**config.mk**
```make
export PLATFORM = sky130hd
export DESIGN_NAME = adder_arbiter
export DESIGN_NICKNAME = d
export VERILOG_FILES = /design/src/rtl/adder_arbiter.sv
export SDC_FILE = /design/constraint.sdc
export NUM_CORES = 1
export LEC_CHECK = 0
export CAP_MARGIN = 20
export CORE_ASPECT_RATIO = 1.5
export CORE_UTILIZATION = 32
export DETAILED_ROUTE_END_ITERATION = 6
export HOLD_SLACK_MARGIN = 0.12
export PLACE_DENSITY = 0.69
export SLEW_MARGIN = 20
export SYNTH_ARGS = -nofsm -noshare
export SYNTH_HDL_FRONTEND = slang
export SYNTH_SLANG_ARGS = --single-unit
```
**constraint.sdc**
```tcl
create_clock -name clk -period 2.8 [get_ports clk]
set_clock_uncertainty 0.1 [all_clocks]
set_input_delay 0.84 -clock clk [delete_from_list [all_inputs] [get_ports clk]]
set_output_delay 0.84 -clock clk [all_outputs]
set_load 0.01 [all_outputs]
```
**src/rtl/adder_arbiter.sv**
```systemverilog
// Round-robin owner of a shared registered-input adder: grants one of two requesters,
// feeds its operands to the adder, captures the WIDTH+1-bit sum and pulses done to the owner.
module adder_arbiter #(
    parameter int WIDTH = 18
) (
    input  logic             clk,
    input  logic             resetn,
    input  logic             req0,
    input  logic [WIDTH-1:0] a0,
    input  logic [WIDTH-1:0] b0,
    output logic             gnt0,
    output logic             done0,
    input  logic             req1,
    input  logic [WIDTH-1:0] a1,
    input  logic [WIDTH-1:0] b1,
    output logic             gnt1,
    output logic             done1,
    output logic [WIDTH-1:0] add_a,
    output logic [WIDTH-1:0] add_b,
    input  logic [WIDTH:0]   add_sum,
    output logic [WIDTH:0]   result,
    output logic             busy
);

    // Handshake: req is a level sampled only on the edge leaving IDLE; operands are
    // taken on that same edge, gnt pulses in LOAD and done pulses in DONE for the owner.
    typedef enum logic [1:0] {IDLE, LOAD, ADD, DONE} state_t;

    state_t             state_q, state_d;
    logic               rr_q, rr_d;
    logic               owner_q, owner_d;
    logic [WIDTH-1:0]   add_a_q, add_a_d;
    logic [WIDTH-1:0]   add_b_q, add_b_d;
    logic [WIDTH:0]     result_q, result_d;
    logic               grant_sel;

    always_comb begin
        state_d   = state_q;
        rr_d      = rr_q;
        owner_d   = owner_q;
        add_a_d   = add_a_q;
        add_b_d   = add_b_q;
        result_d  = result_q;
        grant_sel = (req0 && req1) ? rr_q : req1;
        case (state_q)
            IDLE: begin
                if (req0 || req1) begin
                    owner_d = grant_sel;
                    add_a_d = grant_sel ? a1 : a0;
                    add_b_d = grant_sel ? b1 : b0;
                    state_d = LOAD;
                end
            end
            LOAD: state_d = ADD;
            ADD: begin
                // Full WIDTH+1 bits so the carry-out is kept.
                result_d = add_sum;
                state_d  = DONE;
            end
            DONE: begin
                rr_d    = ~owner_q;
                state_d = IDLE;
            end
            default: state_d = IDLE;
        endcase
    end

    always_ff @(posedge clk or negedge resetn) begin
        if (!resetn) begin
            state_q  <= IDLE;
            rr_q     <= 1'b0;
            owner_q  <= 1'b0;
            add_a_q  <= '0;
            add_b_q  <= '0;
            result_q <= '0;
        end else begin
            state_q  <= state_d;
            rr_q     <= rr_d;
            owner_q  <= owner_d;
            add_a_q  <= add_a_d;
            add_b_q  <= add_b_d;
            result_q <= result_d;
        end
    end

    assign busy   = (state_q != IDLE);
    assign gnt0   = (state_q == LOAD) && !owner_q;
    assign gnt1   = (state_q == LOAD) &&  owner_q;
    assign done0  = (state_q == DONE) && !owner_q;
    assign done1  = (state_q == DONE) &&  owner_q;
    assign add_a  = add_a_q;
    assign add_b  = add_b_q;
    assign result = result_q;

endmodule

```
==> impl_metrics.toml <==
[run_status]
outcome = "complete, no violations"

[setup_path]
crit_path_end_kind = "output pin"
crit_buf_inv = 2
required_ns = 1.86
critPathMaxStageDelay_ns = 0.54
startpoint = "state_q[1]"
slowest_stage = "clkdlybuf4s50_1"
reg2regPathDepth = 4
reg2reg_slack_ns = 0.89
worst_r2r_endpoint = "result[6]"
crit_family = "buffers and inverters"
regToRegStartpoint = "state_q[0]"
cp_cell_sequence = "inv_1 -> ha_1 -> nor2b_1 -> clkdlybuf4s50_1"
arrival_ns = 1.69
worstPathMaxFanout = 4
cp-start-kind = "register"
path_class = "register to output pin"

[timing]
setup_viol = 0
hold_viol_final = 0
slew_headroom_pct = 44.7
tightest_slew_ns = 0.829
finalCriticalPeriod_ns = 2.63
tns_ns = 0
holdWs_ns = 0.402
rsz0062_at_grt = "false"
finalCritPeriodShare_pct = 94.1
maxSlewViolCount = 0
worst_slack_ns = 0.165
fmax_mhz = 380

[clock_tree]
cts_made_buffers = 9
cts_buffer_depth = 2
cts_resized = 0
cts_root_buffer = "clkbuf_16"
cts_tree = "done"
cts.sink_count = 59
clkSlewWorstSetupHoldPaths_ns = 0.05
holdBufCountCts = 0
clk_latency_ns = 0.32
cts_setup_buffers = 0
cts_max_level = 3

[drt]
post_drt_via_cell_ratio = 4.96
drtPass1Iterations = 4
drt_wl_total_mm = 8.18
drt-initial-drc-count = 113
wl_per_cell_um = 15.3
ant_nets = 0
vias = 2648
drc = 0

[global_routing]
grt_pass1_vias = 2688
antenna_found_initial = 0
grt_max_degree = 39
grt_overflow = 0
grt_first_pass_wirelength_mm = 12.9
track_usage_pct = 18.7

[synth]
ys_ff_latch = 59
synth_area_leaders = "dfrtp_1, a31oi_1, mux2_2"
synth_cells = 271
synth-edff-count = 0
ys_seq_area_share_pct = 52.8
synth_common_cells = "dfrtp_1, nor2_1, a31oi_1, nand3_1, o21ai_1"
yosysTopAreaCell = "dfrtp_1"
synth.distinct_cells = 25
yosysMostFrequentCell = "dfrtp_1"
syn_area_sq_um = 2800
syn_avg_cell_area_sq_um = 10.3
async_flop_share_pct = 100
synth_top_area_share_pct = 52.8
synthFlopType = "dfrtp_1"
yosys_warnings = 0
synth_nets = 371

[pwr]
p_total_mw = 5.14
ir_worst_vdd_uv = 536
p_per_area_nw_per_um2 = 1090
power_leakage_nw = 1.87

[die]
rows = 41
io_pins = 155
die_area_sq_um = 9130
die_y_um = 117
initial_core_util_pct = 33.1
core_area_sq_um = 8460
die_x_um = 78.3

[place]
port-buffer-count = 154
place_congestion = 0.782
dpl_worst_slack_ns = 0.287
dp_hpwl_mm = 6.04

[finish]
seq_area_sq_um = 1480
area_delta_synth_final_pct = 68.5
drive_above_1_share_pct = 12.2
multiInputGateArea_sq_um = 1100
n_antenna_cell = 0
fillCellCount = 748
final_nets = 522

[hold_path]
hold_depth = 1
hold_class = "register to register"
worstHoldStart = "result[2]"
min_to = "result[2]"

[flow_run]
cap_viol_max_count = 0
## flip-flops by register name, indices dropped and copies added (netlist names)
name,count
state_q,2
add_a,18
rr_q,1
add_b,18
owner_q,1
result,19
## cell families after synthesis
logic type               after synthesis  synth area share [%]
flip-flops                            59                  52.8
AND/OR/NAND/NOR                       82                  13.6
buffers and inverters                 30                  7.87
adder cells (fa/ha/maj)                5                  2.24
AO/OA/AOI/OAI                         75                  15.5
multiplexers                          20                  8.05
## per-stage QoR
| step | instance area (sq um) | util, % | std cells |
|---|---|---|---|
| 5_1_grt | 4710 | 55.7 | 534 |
| 3_3_place_gp | 4360 | 51.5 | 518 |
| 3_5_place_dp | 4360 | 51.5 | 518 |
| 2_1_floorplan | 2800 | - | 271 |
| 6_report | 4710 | 55.7 | 534 |
| 4_1_cts | 4710 | 55.7 | 534 |
## power breakdown
group	switching, mW	internal, mW
logic	0.993	1.33
clock network	0.386	0.892
registers	0.242	1.30
total	1.62	3.52
## layout make-up
cell class / instances / area share, %
Timing Repair Buffer: 165 / 34.6
Multi-Input combinational cell: 182 / 23.4
Inverter: 5 / 0.398
Clock buffer: 10 / 5.07
Clock inverter: 6 / 2.39
Tap cell: 107 / 2.84
Sequential cell: 59 / 31.3
## worst reg2reg max path, cell delays in order (launching register included)
cell,delay [ns]
dfrtp_1,0.40
inv_1,0.14
ha_1,0.48
buf_4,0.31
mux2_2,0.36
## worst max path at each step
stage | slack [ns] | to | cells past startpoint
floorplan | 1.04 | gnt0 | 3
global placement | 0.35 | add_a[16] | 5
detailed placement | 0.29 | add_a[16] | 5
CTS | 0.15 | gnt0 | 4
global route | 0.02 | gnt0 | 4
finish | 0.17 | gnt0 | 4
## per-layer routing
| metal | part of all wire, % | global-route usage [%] |
|---|---|---|
| met5 | 0 | 0 |
| met4 | 2.1 | 8.64 |
| met3 | 6.5 | 6.02 |
| met2 | 53 | 32.6 |
| met1 | 39 | 20.8 |
## cells in the final DEF (no fill, tap or decap), types with 2 or more instances in the layout
master	n
ha_1	5
and2_1	2
clkbuf_16	9
dfrtp_1	59
bufinv_16	3
o21ai_1	29
mux2_2	20
nor2_1	38
a31oi_1	36
nor2b_1	2
clkdlybuf4s50_1	153
inv_1	4
o21ai_0	7
clkinvlp_4	3
buf_4	10
nand3_1	36
No activity file was read; power rests on OpenSTA's default activity.
